$ cat config.mk
export PLATFORM = sky130hd
export DESIGN_NAME = wca_reg_reader_flat
export DESIGN_NICKNAME = d
export VERILOG_FILES = /design/src/rtl/wca_reg_pkg.sv /design/src/rtl/wca_reg_reader_if.sv /design/src/rtl/wca_reg_byte_sel.sv /design/src/rtl/wca_reg_reader.sv /design/src/flat_wrapper.sv
export SDC_FILE = /design/constraint.sdc
export NUM_CORES = 1
export LEC_CHECK = 0
export ABC_CLOCK_PERIOD_IN_PS = 3650
export BUFFER_PORTS_ARGS = -buffer_cell sky130_fd_sc_hd__clkbuf_2
export CAP_MARGIN = 20
export CORE_MARGIN = 4
export CORE_UTILIZATION = 48
export CTS_CLUSTER_DIAMETER = 50
export DETAILED_ROUTE_END_ITERATION = 6
export PLACE_DENSITY = 0.72
export SYNTH_ARGS = -nofsm -noshare
export SYNTH_HDL_FRONTEND = slang
export SYNTH_HIERARCHICAL = 1
export SYNTH_SLANG_ARGS = --single-unit
$ cat constraint.sdc
create_clock -name clk -period 3.65 [get_ports clk]
set_clock_uncertainty 0.1 [all_clocks]
set_input_delay 1.095 -clock clk [delete_from_list [all_inputs] [get_ports clk]]
set_output_delay 1.095 -clock clk [all_outputs]
set_load 0.02 [all_outputs]
$ cat src/rtl/wca_reg_pkg.sv
// Shared types and constants for the 8-bit register read path.
package wca_reg_pkg;

    localparam int WCA_REG_WIDTH = 8;
    localparam logic [WCA_REG_WIDTH-1:0] RD_RST_DATA = 8'h00;

    typedef enum logic [1:0] {
        RD_IDLE   = 2'd0,
        RD_LOAD   = 2'd1,
        RD_STREAM = 2'd2
    } rd_state_t;

    typedef struct packed {
        logic                     err;
        logic [WCA_REG_WIDTH-1:0] dat;
    } rd_beat_t;

endpackage

$ cat src/rtl/wca_reg_reader_if.sv
// Host read channel: request with start address/length, byte stream back with valid/ready.
interface wca_reg_reader_if #(
    parameter int AW = 4,
    parameter int LW = 4
) ();
    logic          req;
    logic [AW-1:0] addr;
    logic [LW-1:0] len;
    logic          busy;
    logic [7:0]    data;
    logic          valid;
    logic          ready;
    logic          last;
    logic          err;

    modport master (
        output req, addr, len, ready,
        input  busy, data, valid, last, err
    );

    modport slave (
        input  req, addr, len, ready,
        output busy, data, valid, last, err
    );
endinterface

$ cat src/rtl/wca_reg_byte_sel.sv
// Combinational NREGS-way byte mux with range check; out-of-range addresses return zero with err set.
module wca_reg_byte_sel
    import wca_reg_pkg::*;
#(
    parameter int NREGS = 16,
    parameter int AW    = 4
) (
    input  logic [NREGS*WCA_REG_WIDTH-1:0] bank,
    input  logic [AW-1:0]                  addr,
    output rd_beat_t                       beat
);

    // Explicit compare per register keeps out-of-range addresses free of X.
    always_comb begin
        beat.dat = RD_RST_DATA;
        beat.err = (32'(addr) >= NREGS);
        for (int k = 0; k < NREGS; k++) begin
            if (addr == AW'(k)) begin
                beat.dat = bank[k*WCA_REG_WIDTH +: WCA_REG_WIDTH];
            end
        end
    end

endmodule

$ cat src/rtl/wca_reg_reader.sv
// Snapshot-based register bank reader serving single and burst byte reads.
// First beat two clocks after accept; outputs hold while ready is low; requests while busy are dropped.
module wca_reg_reader
    import wca_reg_pkg::*;
#(
    parameter int NREGS = 16,
    parameter int AW    = 4,
    parameter int LW    = 4
) (
    input  logic                           clk,
    input  logic                           rst,
    input  logic [NREGS*WCA_REG_WIDTH-1:0] reg_q,
    wca_reg_reader_if.slave                rd
);

    rd_state_t                      state;
    logic [NREGS*WCA_REG_WIDTH-1:0] snap;
    logic [AW-1:0]                  addr_q;
    logic [LW-1:0]                  cnt_q;
    logic [WCA_REG_WIDTH-1:0]       data_q;
    logic                           valid_q;
    logic                           last_q;
    logic                           err_q;
    logic                           busy_q;

    logic [AW-1:0] sel_addr;
    rd_beat_t      sel_beat;

    // In STREAM the mux looks one address ahead so the next byte lands on the same edge as the beat.
    assign sel_addr = (state == RD_STREAM) ? addr_q + AW'(1) : addr_q;

    wca_reg_byte_sel #(
        .NREGS (NREGS),
        .AW    (AW)
    ) u_byte_sel (
        .bank (snap),
        .addr (sel_addr),
        .beat (sel_beat)
    );

    always_ff @(posedge clk) begin
        if (rst) begin
            state   <= RD_IDLE;
            snap    <= '0;
            addr_q  <= '0;
            cnt_q   <= '0;
            data_q  <= RD_RST_DATA;
            valid_q <= 1'b0;
            last_q  <= 1'b0;
            err_q   <= 1'b0;
            busy_q  <= 1'b0;
        end else begin
            case (state)
                RD_IDLE: begin
                    if (rd.req) begin
                        snap   <= reg_q;
                        addr_q <= rd.addr;
                        cnt_q  <= rd.len;
                        busy_q <= 1'b1;
                        state  <= RD_LOAD;
                    end
                end
                RD_LOAD: begin
                    data_q  <= sel_beat.dat;
                    err_q   <= sel_beat.err;
                    last_q  <= (cnt_q == '0);
                    valid_q <= 1'b1;
                    state   <= RD_STREAM;
                end
                RD_STREAM: begin
                    if (valid_q && rd.ready) begin
                        if (last_q) begin
                            valid_q <= 1'b0;
                            last_q  <= 1'b0;
                            err_q   <= 1'b0;
                            busy_q  <= 1'b0;
                            state   <= RD_IDLE;
                        end else begin
                            addr_q <= addr_q + AW'(1);
                            cnt_q  <= cnt_q - LW'(1);
                            data_q <= sel_beat.dat;
                            err_q  <= sel_beat.err;
                            last_q <= (cnt_q == LW'(1));
                        end
                    end
                end
                default: state <= RD_IDLE;
            endcase
        end
    end

    assign rd.busy  = busy_q;
    assign rd.data  = data_q;
    assign rd.valid = valid_q;
    assign rd.last  = last_q;
    assign rd.err   = err_q;

endmodule

$ cat src/flat_wrapper.sv
// flat-port wrapper written by rule: the top's interface ports become plain ports
module wca_reg_reader_flat import wca_reg_pkg::*;
#(
    parameter int NREGS = 16,
    parameter int AW    = 4,
    parameter int LW    = 4
)
  (clk, rst, reg_q, rd_req, rd_addr, rd_len, rd_ready, rd_busy, rd_data, rd_valid, rd_last, rd_err);
  wca_reg_reader_if #(.AW(AW), .LW(LW)) rd_i ();
  input  logic clk;
  input  logic rst;
  input  logic [NREGS*WCA_REG_WIDTH-1:0] reg_q;
  input wire logic [$bits(rd_i.req)-1:0] rd_req;
  input wire logic [$bits(rd_i.addr)-1:0] rd_addr;
  input wire logic [$bits(rd_i.len)-1:0] rd_len;
  input wire logic [$bits(rd_i.ready)-1:0] rd_ready;
  output wire logic [$bits(rd_i.busy)-1:0] rd_busy;
  output wire logic [$bits(rd_i.data)-1:0] rd_data;
  output wire logic [$bits(rd_i.valid)-1:0] rd_valid;
  output wire logic [$bits(rd_i.last)-1:0] rd_last;
  output wire logic [$bits(rd_i.err)-1:0] rd_err;
  assign rd_i.req = rd_req;
  assign rd_i.addr = rd_addr;
  assign rd_i.len = rd_len;
  assign rd_i.ready = rd_ready;
  assign rd_busy = rd_i.busy;
  assign rd_data = rd_i.data;
  assign rd_valid = rd_i.valid;
  assign rd_last = rd_i.last;
  assign rd_err = rd_i.err;
  wca_reg_reader #(.NREGS(NREGS), .AW(AW), .LW(LW)) u_core (.clk(clk), .rst(rst), .reg_q(reg_q), .rd(rd_i));
endmodule
After elaboration in Yosys (flattened, before gate mapping)
Index checks and enable logic that the tools add are counted.
- flip-flop bits (word level): 150
- bits of input ports: 140
- output and inout bits: 12
- word-level logic and storage cells: 88
- $add $sub $neg: 2
- eq/ne operators: 22
- mux-type cells: 42
- reduce and logical (&&, ||, !) cells: 13
- operators by type and width (kind ; number):
    2-to-1 mux 8 bit ; 18
    == test 4 bit (second input constant) ; 8
    2-to-1 mux 4 bit ; 7
    == test 4 x 3 -> 1 bit (second input constant) ; 4
    case mux 4 bit (2 select lines) ; 2
    case mux 8 bit (2 select lines) ; 1
    AND reduction 3 bit ; 3
    == test 4 x 1 -> 1 bit (second input constant) ; 2
    == test 4 x 2 -> 1 bit (second input constant) ; 2
    logical NOT 4 bit ; 2
    case mux 1 bit (2 select lines) ; 4
    AND reduction 4 bit ; 2
    2-to-1 mux 1 bit ; 6
    2-to-1 mux 2 bit ; 3
    != test 2 bit (second input constant) ; 3
    case mux 2 bit (3 select lines) ; 1
    adder 4 x 1 -> 4 bit (second input constant) ; 1
    AND reduction 2 bit ; 2
    nonzero test 2 bit ; 2
    subtractor 4 x 1 -> 4 bit (second input constant) ; 1
    == test 2 x 1 -> 1 bit (second input constant) ; 1
    == test 2 bit (second input constant) ; 1
    logical NOT 2 bit ; 1
    != test 2 x 1 -> 1 bit (second input constant) ; 1
    logical AND 1 bit ; 1

Logic depth before layout (Yosys ltp)
Gate-level depths: netlist of the first run.
- depth in word-level cells: 22
- gate-level depth with buffers: 15
- depth with buffers taken out: 10

Modules after synthesis
The synthesis of the first run kept the hierarchy.
- by module, submodules not included (module ; times used ; cells each ; area an instance (um^2) ; sequential area each (um^2)):
    wca_reg_reader ; 1 ; 687 ; 5462.7 ; 3002.9
    wca_reg_byte_sel ; 1 ; 191 ; 1355.0 ; 0.0

Worst setup path before layout of the first run
OpenSTA, ideal clock, no wires.
- path kind: register -> register
- from: register u_core.state[0]
- to: register u_core.data_q[2] (netlist: u_core/rd.data[2])
- library setup time: 0.128 ns
- data arrival time: 2.234 ns
- data required time: 3.422 ns
- setup slack: 1.189 ns
- stages on the path, launching flop included: 13
- path buffers: 4
- period minus slack after synthesis: 2.461 ns
- path through: dfxtp_1 -> buf_2 -> nand2b_1 -> buf_2 -> nor2_1 -> xor2_1 -> clkbuf_1 -> clkbuf_1 -> nand3_1 -> o21ai_0 -> a21oi_1 -> mux2i_1 -> nor2_1
- RTL lines (element ; RTL line ; RTL):
    from (decl) ; wca_reg_reader.sv:16 ; rd_state_t state;
    from (signal assigned) ; wca_reg_reader.sv:43 ; state <= RD_IDLE;
    from (signal assigned) ; wca_reg_reader.sv:60 ; state <= RD_LOAD;
    from (signal assigned) ; wca_reg_reader.sv:68 ; state <= RD_STREAM;
    to (signal assigned) ; wca_reg_reader.sv:64 ; data_q <= sel_beat.dat;
    to (signal assigned) ; wca_reg_reader.sv:81 ; data_q <= sel_beat.dat;
    to (decl) ; wca_reg_reader.sv:20 ; logic [WCA_REG_WIDTH-1:0] data_q;

==> results of run 1 <==
## cells in the mapped netlist, types with 5 or more instances
| library cell | n |
|---|---|
| a21oi_1 | 153 |
| nand2b_1 | 11 |
| mux4_2 | 5 |
| clkbuf_1 | 23 |
| nand3_1 | 15 |
| buf_2 | 34 |
| o21ai_0 | 28 |
| buf_4 | 8 |
| mux2i_1 | 27 |
| nand2_1 | 280 |
| o221ai_1 | 6 |
| dfxtp_1 | 150 |
| o22ai_1 | 7 |
| a211oi_1 | 13 |
| nor2_1 | 37 |
| mux2_2 | 5 |
| nor2b_1 | 11 |
## stage by stage
stage | std cells | hold slack [ns] | setup WS, ns | utilization (%) | total power (W)
after global routing | 1184 | 0.370 | 0.317 | 59.5 | 0.00463
final | 1184 | 0.350 | 0.555 | 59.5 | 0.00445
after CTS | 1184 | 0.352 | 0.566 | 59.5 | 0.00446
after floorplan | 878 | 0.331 | 1.19 | - | 0.00237
after detailed placement | 1152 | 0.343 | 0.579 | 54.9 | 0.00259
after global placement | 1152 | 0.340 | 0.664 | 54.9 | 0.00258
## final timing paths
path | start | slack [ns] | endpoint | cells after the start
max | u_core/state[0]$_SDFFE_PP0P_ | 0.56 | u_core/rd.data[5]$_SDFFE_PP0P_ | 9
min | u_core/snap[18]$_SDFFE_PP0P_ | 0.35 | u_core/snap[18]$_SDFFE_PP0P_ | 2
max reg2reg | u_core/state[0]$_SDFFE_PP0P_ | 0.56 | u_core/rd.data[5]$_SDFFE_PP0P_ | 9
min reg2reg | u_core/snap[18]$_SDFFE_PP0P_ | 0.35 | u_core/snap[18]$_SDFFE_PP0P_ | 2
## kinds of logic (layout without fill, tap and decap cells)
kind of cell	count (synthesis)	after routing
mux	39	39
buf+inv	76	202
xor+xnor	3	3
simple gates	371	371
compound gates	235	235
fa+ha+maj	3	3
other cells	1	1
flops	150	150
## area by class of cell
class,instances,area share [%]
Multi-Input combinational cell,652,41.9
Sequential cell,150,36.4
Timing Repair Buffer,165,11.1
Clock buffer,21,5.70
Tap cell,180,2.73
Clock inverter,11,2.06
Inverter,5,0.227
## worst register-to-register path: cells and delay by family (launching register included)
family | cells | cell delay, ns
XOR/XNOR | 1 | 0.57
buffers and inverters | 2 | 0.64
AO/OA/AOI/OAI | 1 | 0.19
multiplexers | 2 | 0.70
AND/OR/NAND/NOR | 3 | 0.23
flip-flops | 1 | 0.55
## per-layer routing
metal  up-vias  track usage [%]  wire length [um]
met1      2954             31.8              8710
li1       3216                -                 -
met2       220             36.5              8800
met5         -                0                 0
met3        30             5.94              1280
met4         0             6.62               348
## registers in the layout, indices dropped and copies added, names as in the netlist
| register | count |
|---|---|
| u_core/rd.last | 1 |
| u_core/state | 2 |
| u_core/rd.data | 8 |
| u_core/cnt_q | 4 |
| u_core/snap | 128 |
| u_core/rd.err | 1 |
| u_core/addr_q | 4 |
| u_core/rd.busy | 1 |
| u_core/rd.valid | 1 |
## power breakdown
group	leakage (nW)	switching [W]	internal (W)
Clock	0.306	0.000680	0.00120
Sequential	1.23	0.0000831	0.00175
Combinational	1.91	0.000438	0.000295
## cells in the final DEF (no fill, tap or decap), types with 4 or more instances in the layout
cell,n
a211oi_1,13
a21oi_1,153
a22oi_1,4
buf_12,4
buf_4,11
bufinv_16,4
clkbuf_16,17
clkbuf_2,150
dfxtp_1,150
inv_1,4
mux2_2,5
mux2i_1,27
mux4_2,5
nand2_1,278
nand2b_1,11
nand3_1,15
nor2_1,37
nor2b_1,11
o21ai_0,28
o221ai_1,6
o22ai_1,7
==> results.md, run 1 <==
* CP max FO at 30
* Avg Cell Area, Syn at 7.77 sq um
* FFs w/ async S/R, synth at 0%
* Max stage delay on crit path at 0.57 ns
* Gate Count Post-Synth at 878
* Routed vias at 6420
* Crit end category: flop
* Fillers at 1284
* CTS resizes at 0
* Pin count of the biggest net entering global routing at 65
* Post-synth EDFFs at 0
* Area occupied by multi-input gates at 3460 sq um
* DRC Markers at 0
* Simple-gate share of the synthesized area at 22.4%
* Worst-path clk slew at 0.06 ns
* Core ar. at 13900 sq um
* Most used cell, CP: buf_4
* Final setup TNS at 0 ns
* Wire per inst at 16.2 um
* Hold buffers post-CTS at 0
* Crit path DAT at 3.30 ns
* Maxcap violations at 0
* Area growth syn-to-layout at 21.1%
* Fin. Hold Viols at 0
* Synth warn at 6
* H-tree levels at 4
* DRT antenna net count at 0
* TritonCTS clock tree: done
* Cell row count at 43
* Hold crit path type: reg -> reg
* Die Span Y at 127 um
* First-pass GRT wire length at 29700 um
* Cell variety after synth at 52
* RSZ-0062 raised after global routing: no
* Minimum clock period after layout at 3.09 ns
* Storage cell area at 3000 sq um
* F_max at 323 MHz
* Synthesized area at 6820 sq um
* Mux cell area share after synthesis at 7.21%
* Drt first pass iters at 5
* CP bufs+invs at 2
* PD cells at 538 nW/um^2
* Synth Area in Compound Gates at 19.7%
* GRT overflow at 0
* #FFs+latches synth at 150
* Post-route cell area at 8260 sq um
* Final critical-path share of the clock period at 84.8%
* Synth Net Count at 1021
* Synth Area in XOR/XNOR at 0.385%
* # IOs at 152
* Cts bufs inserted at 17
* CP Class: reg -> reg
* Synth Area in Adders at 0.551%
* DRT iter0 DRCs at 531
* Worst-Skew Late Latency at 0.42 ns
* Final GP Congestion at 0.854
* CP top delay family: multiplexers
* Type of origin of the critical path: flop
* Top post-synthesis cells by area: dfxtp_1 (44%), nand2_1 (15%), a21oi_1 (11%)
* Tot GR Track Use at 23.2%
* Worst endpoint required time at 3.86 ns
* Area leader, netlist: dfxtp_1
* Slew Limit Fails at 0
* Worst vdd ir at 0.339 mV
* CTS root buf: clkbuf_16
* Status: finished clean
* Placed cell areas at 7620 sq um
* CTS Sinks at 150
* # nets final at 1134
* Critical path cell sequence: nor2b_1, buf_4, xnor2_2, buf_4, mux4_2, a22oi_1, nand3_1, mux2i_1, nor2_1
* Die area at 16200 sq um
* Worst path slowest cell: xnor2_2
* Share of the synthesized area in the top cell type at 44.0%
* Vias in the first global route at 5873
* Initial core utilization at 49.1%
* Layout cells sized above 1 at 21.4%
* Die extent in x at 127 um
* Max-Slew Margin vs Limit at 52.5%
* Largest family of logic cells by synthesized area: simple AND/OR/NAND/NOR gates
* Worst Max-Slew Pin Slew at 0.709 ns
* Clock Tree Buf Depth at 2
* Most used DFF post-synth: dfxtp_1
* Post-CTS setup buffers at 0
* # diodes at 0
* Total wire length at 19100 um
* LEAKAGE at 3.44 nW
* Initial antenna violation count at 0
* Vias/cell at 5.42
* Hpwl dp at 13600 um
* Sequential-to-total area share from yosys stat at 44.0%
* # setup viols final at 0
* Port Buffers at 151
No activity file was read; power rests on OpenSTA's default activity.
==> run 2: changes to the inputs <==
- ABC_CLOCK_PERIOD_IN_PS: 3650 -> 2740
- PLACE_DENSITY: 0.72 -> 0.75
- clock period: 3.65 -> 2.74 ns (I/O delays scaled with it)
==> results.md, run 2 (synthesized netlist as in run 1, its figures left out) <==
* Internal power at 0.00424 W (+31%)
* Routed vias at 6548 (+2.0%)
* Worst Hold Depth at 2 (unchanged)
* Worst-Skew Late Latency at 0.42 ns (about the same)
* First-pass GRT wire length at 30400 um (+2.2%)
* Power share of the sequential group at 41.5% (+0.2 points)
* Min-delay src: u_core/snap[86]$_SDFFE_PP0P_
* Type of origin of the critical path: flop
* Top reg by flops: u_core/snap
* Cell row count at 43 (unchanged)
* Hold Path Sink: u_core/snap[86]$_SDFFE_PP0P_
* H-tree levels at 4 (unchanged)
* Area occupied by multi-input gates at 3510 sq um (+1.5%)
* Combinational Power Share at 18.0% (+1.5 points)
* # IOs at 152 (unchanged)
* Vias in the first global route at 6123 (+4.3%)
* Die area at 16200 sq um (unchanged)
* Worst R2R Start: u_core/state[0]$_SDFFE_PP0P_
* LEAKAGE at 3.53 nW (+2.6%)
* DRT iter0 DRCs at 698 (+31%)
* Worst endpoint required time at 2.95 ns (-0.91 ns)
* R2r setup slk at 0.14 ns (-0.42 ns)
* Clk pwr share at 40.5% (-1.7 points)
* R2R Path End: u_core/rd.data[7]$_SDFFE_PP0P_
* Crit end category: flop
* Fin. Hold Viols at 0 (unchanged)
* CP bufs+invs at 2 (unchanged)
* Cts bufs inserted at 17 (unchanged)
* Die Span Y at 127 um (unchanged)
* CTS root buf: clkbuf_16
* CTS Sinks at 150 (unchanged)
* FF-to-FF path depth at 12 (+3)
* Storage cell area at 3000 sq um (unchanged)
* Minimum clock period after layout at 2.60 ns (-0.493 ns)
* Hold crit path type: reg -> reg
* Clock Tree Buf Depth at 2 (unchanged)
* Worst-path clk slew at 0.06 ns (about the same)
* Core ar. at 13900 sq um (unchanged)
* Maxcap violations at 0 (unchanged)
* Drt first pass iters at 5 (unchanged)
* Post-route cell area at 8440 sq um (+2.2%)
* Crit path DAT at 2.81 ns (-0.49 ns)
* Pin count of the biggest net entering global routing at 130 (+100%)
* # nets final at 1150 (+1.4%)
* Die extent in x at 127 um (unchanged)
* Max-Slew Margin vs Limit at 64.0% (+12 points)
* GRT overflow at 0 (unchanged)
* Max reg flops at 128 (unchanged)
* Port Buffers at 151 (unchanged)
* Total power at 0.00587 W (+32%)
* CP max FO at 12 (-60%)
* Vias/cell at 5.46 (+0.63%)
* Worst path slowest cell: dfxtp_1
* Wire per inst at 16.1 um (-0.20%)
* DRT antenna net count at 0 (unchanged)
* # setup viols final at 0 (unchanged)
* Slew Limit Fails at 0 (unchanged)
* PD cells at 695 nW/um^2 (+29%)
* # diodes at 0 (unchanged)
* Final setup TNS at 0 ns (unchanged)
* Status: finished clean
* F_max at 384 MHz (+19%)
* Layout cells sized above 1 at 23.2% (+1.8 points)
* DRC Markers at 0 (unchanged)
* Most common cell after layout, fill and taps aside: nand2_1
* RSZ-0062 raised after global routing: yes
* Tot GR Track Use at 23.6% (+0.41 points)
* Area growth syn-to-layout at 23.8%
* Sw frac at 27.8% (+0.79 points)
* Initial antenna violation count at 0 (unchanged)
* Worst Max-Slew Pin Slew at 0.539 ns (-0.169 ns)
* CP top delay family: compound AO/OA/AOI/OAI gates
* Sw power at 0.00163 W (+36%)
* Max stage delay on crit path at 0.37 ns (-0.20 ns)
* Worst vdd ir at 0.484 mV (+43%)
* TritonCTS clock tree: done
* Hpwl dp at 13600 um (about the same)
* Placed cell areas at 7750 sq um (+1.7%)
* Total wire length at 19400 um (+1.1%)
* Fillers at 1243 (-3.2%)
* Final GP Congestion at 0.940 (+10%)
* Most frequent cells in the layout: nand2_1 (278), a21oi_1 (153), clkbuf_2 (150), dfxtp_1 (150), nor2_1 (37)
* Initial core utilization at 49.1% (unchanged)
* Critical path cell sequence: buf_4, nand2b_1, nand2_1, nand2_2, buf_4, mux2i_1, nor2_1, a211oi_1, a211oi_1, a221o_1, mux2i_1, nor2_1
* Hold buffers post-CTS at 0 (unchanged)
* CP Class: reg -> reg
* Final critical-path share of the clock period at 95.0% (+10 points)
run 2: per-layer routing:
metal / wire length (um) / up-vias / global-route usage, %
li1: - / 3243 / -
met1: 8450 / 3022 / 31.9
met2: 9130 / 247 / 37.6
met3: 1310 / 36 / 5.23
met4: 458 / 0 / 8.20
met5: 0 / - / 0
run 2: power by group through the flow:
stage               clock, W  sequential (W)  combinational, W
finish               0.00238         0.00243           0.00106
global route         0.00249         0.00245           0.00117
CTS                  0.00240         0.00243           0.00103
detailed placement         0         0.00247           0.00102
global placement           0         0.00247           0.00100
floorplan                  0         0.00245          0.000697
run 2: what timing repair did:
| action | CTS | global route |
|---|---|---|
| setup endpoints to repair | 0 | 8 |
| setup buffers | 0 | 1 |
| resized for setup | 0 | 13 |
run 2: per-stage QoR:
stage | cells | hold WS [ns] | util (%) | setup WS (ns)
2_1_floorplan | 878 | 0.331 | - | 0.279
3_3_place_gp | 1166 | 0.338 | 55.8 | 0.0501
3_5_place_dp | 1166 | 0.345 | 55.8 | 0.0311
4_1_cts | 1198 | 0.351 | 60.2 | 0.0230
5_1_grt | 1200 | 0.373 | 60.8 | -0.0704
6_report | 1200 | 0.353 | 60.8 | 0.138
run 2: how the worst max path moves through the flow:
stage                                  from                        endpoint  depth (start not counted)
3_3_place_gp   u_core/state[1]$_SDFFE_PP0P_  u_core/rd.data[5]$_SDFFE_PP0P_                          8
3_5_place_dp   u_core/state[1]$_SDFFE_PP0P_  u_core/rd.data[5]$_SDFFE_PP0P_                          8
5_1_grt        u_core/state[0]$_SDFFE_PP0P_  u_core/rd.data[7]$_SDFFE_PP0P_                         11
2_1_floorplan  u_core/state[0]$_SDFFE_PP0P_  u_core/rd.data[2]$_SDFFE_PP0P_                         12
6_report       u_core/state[0]$_SDFFE_PP0P_  u_core/rd.data[7]$_SDFFE_PP0P_                         12
4_1_cts        u_core/state[1]$_SDFFE_PP0P_  u_core/rd.data[5]$_SDFFE_PP0P_                          8
run 2: worst reg2reg max path, cell delays in order (launching register included):
cell and delay, ns:
dfxtp_1 0.37, buf_4 0.19, nand2b_1 0.19, nand2_1 0.09
nand2_2 0.19, buf_4 0.20, mux2i_1 0.18, nor2_1 0.08
a211oi_1 0.36, a211oi_1 0.11, a221o_1 0.28, mux2i_1 0.12
nor2_1 0.05
run 2: cell type report:
cell class,count,share of cell area (%)
multi-input combinational,652,41.6
sequential,150,35.6
timing repair buffer,181,12.7
clock buffer,22,5.85
tap,180,2.67
clock inverter,10,1.41
inverter,5,0.222
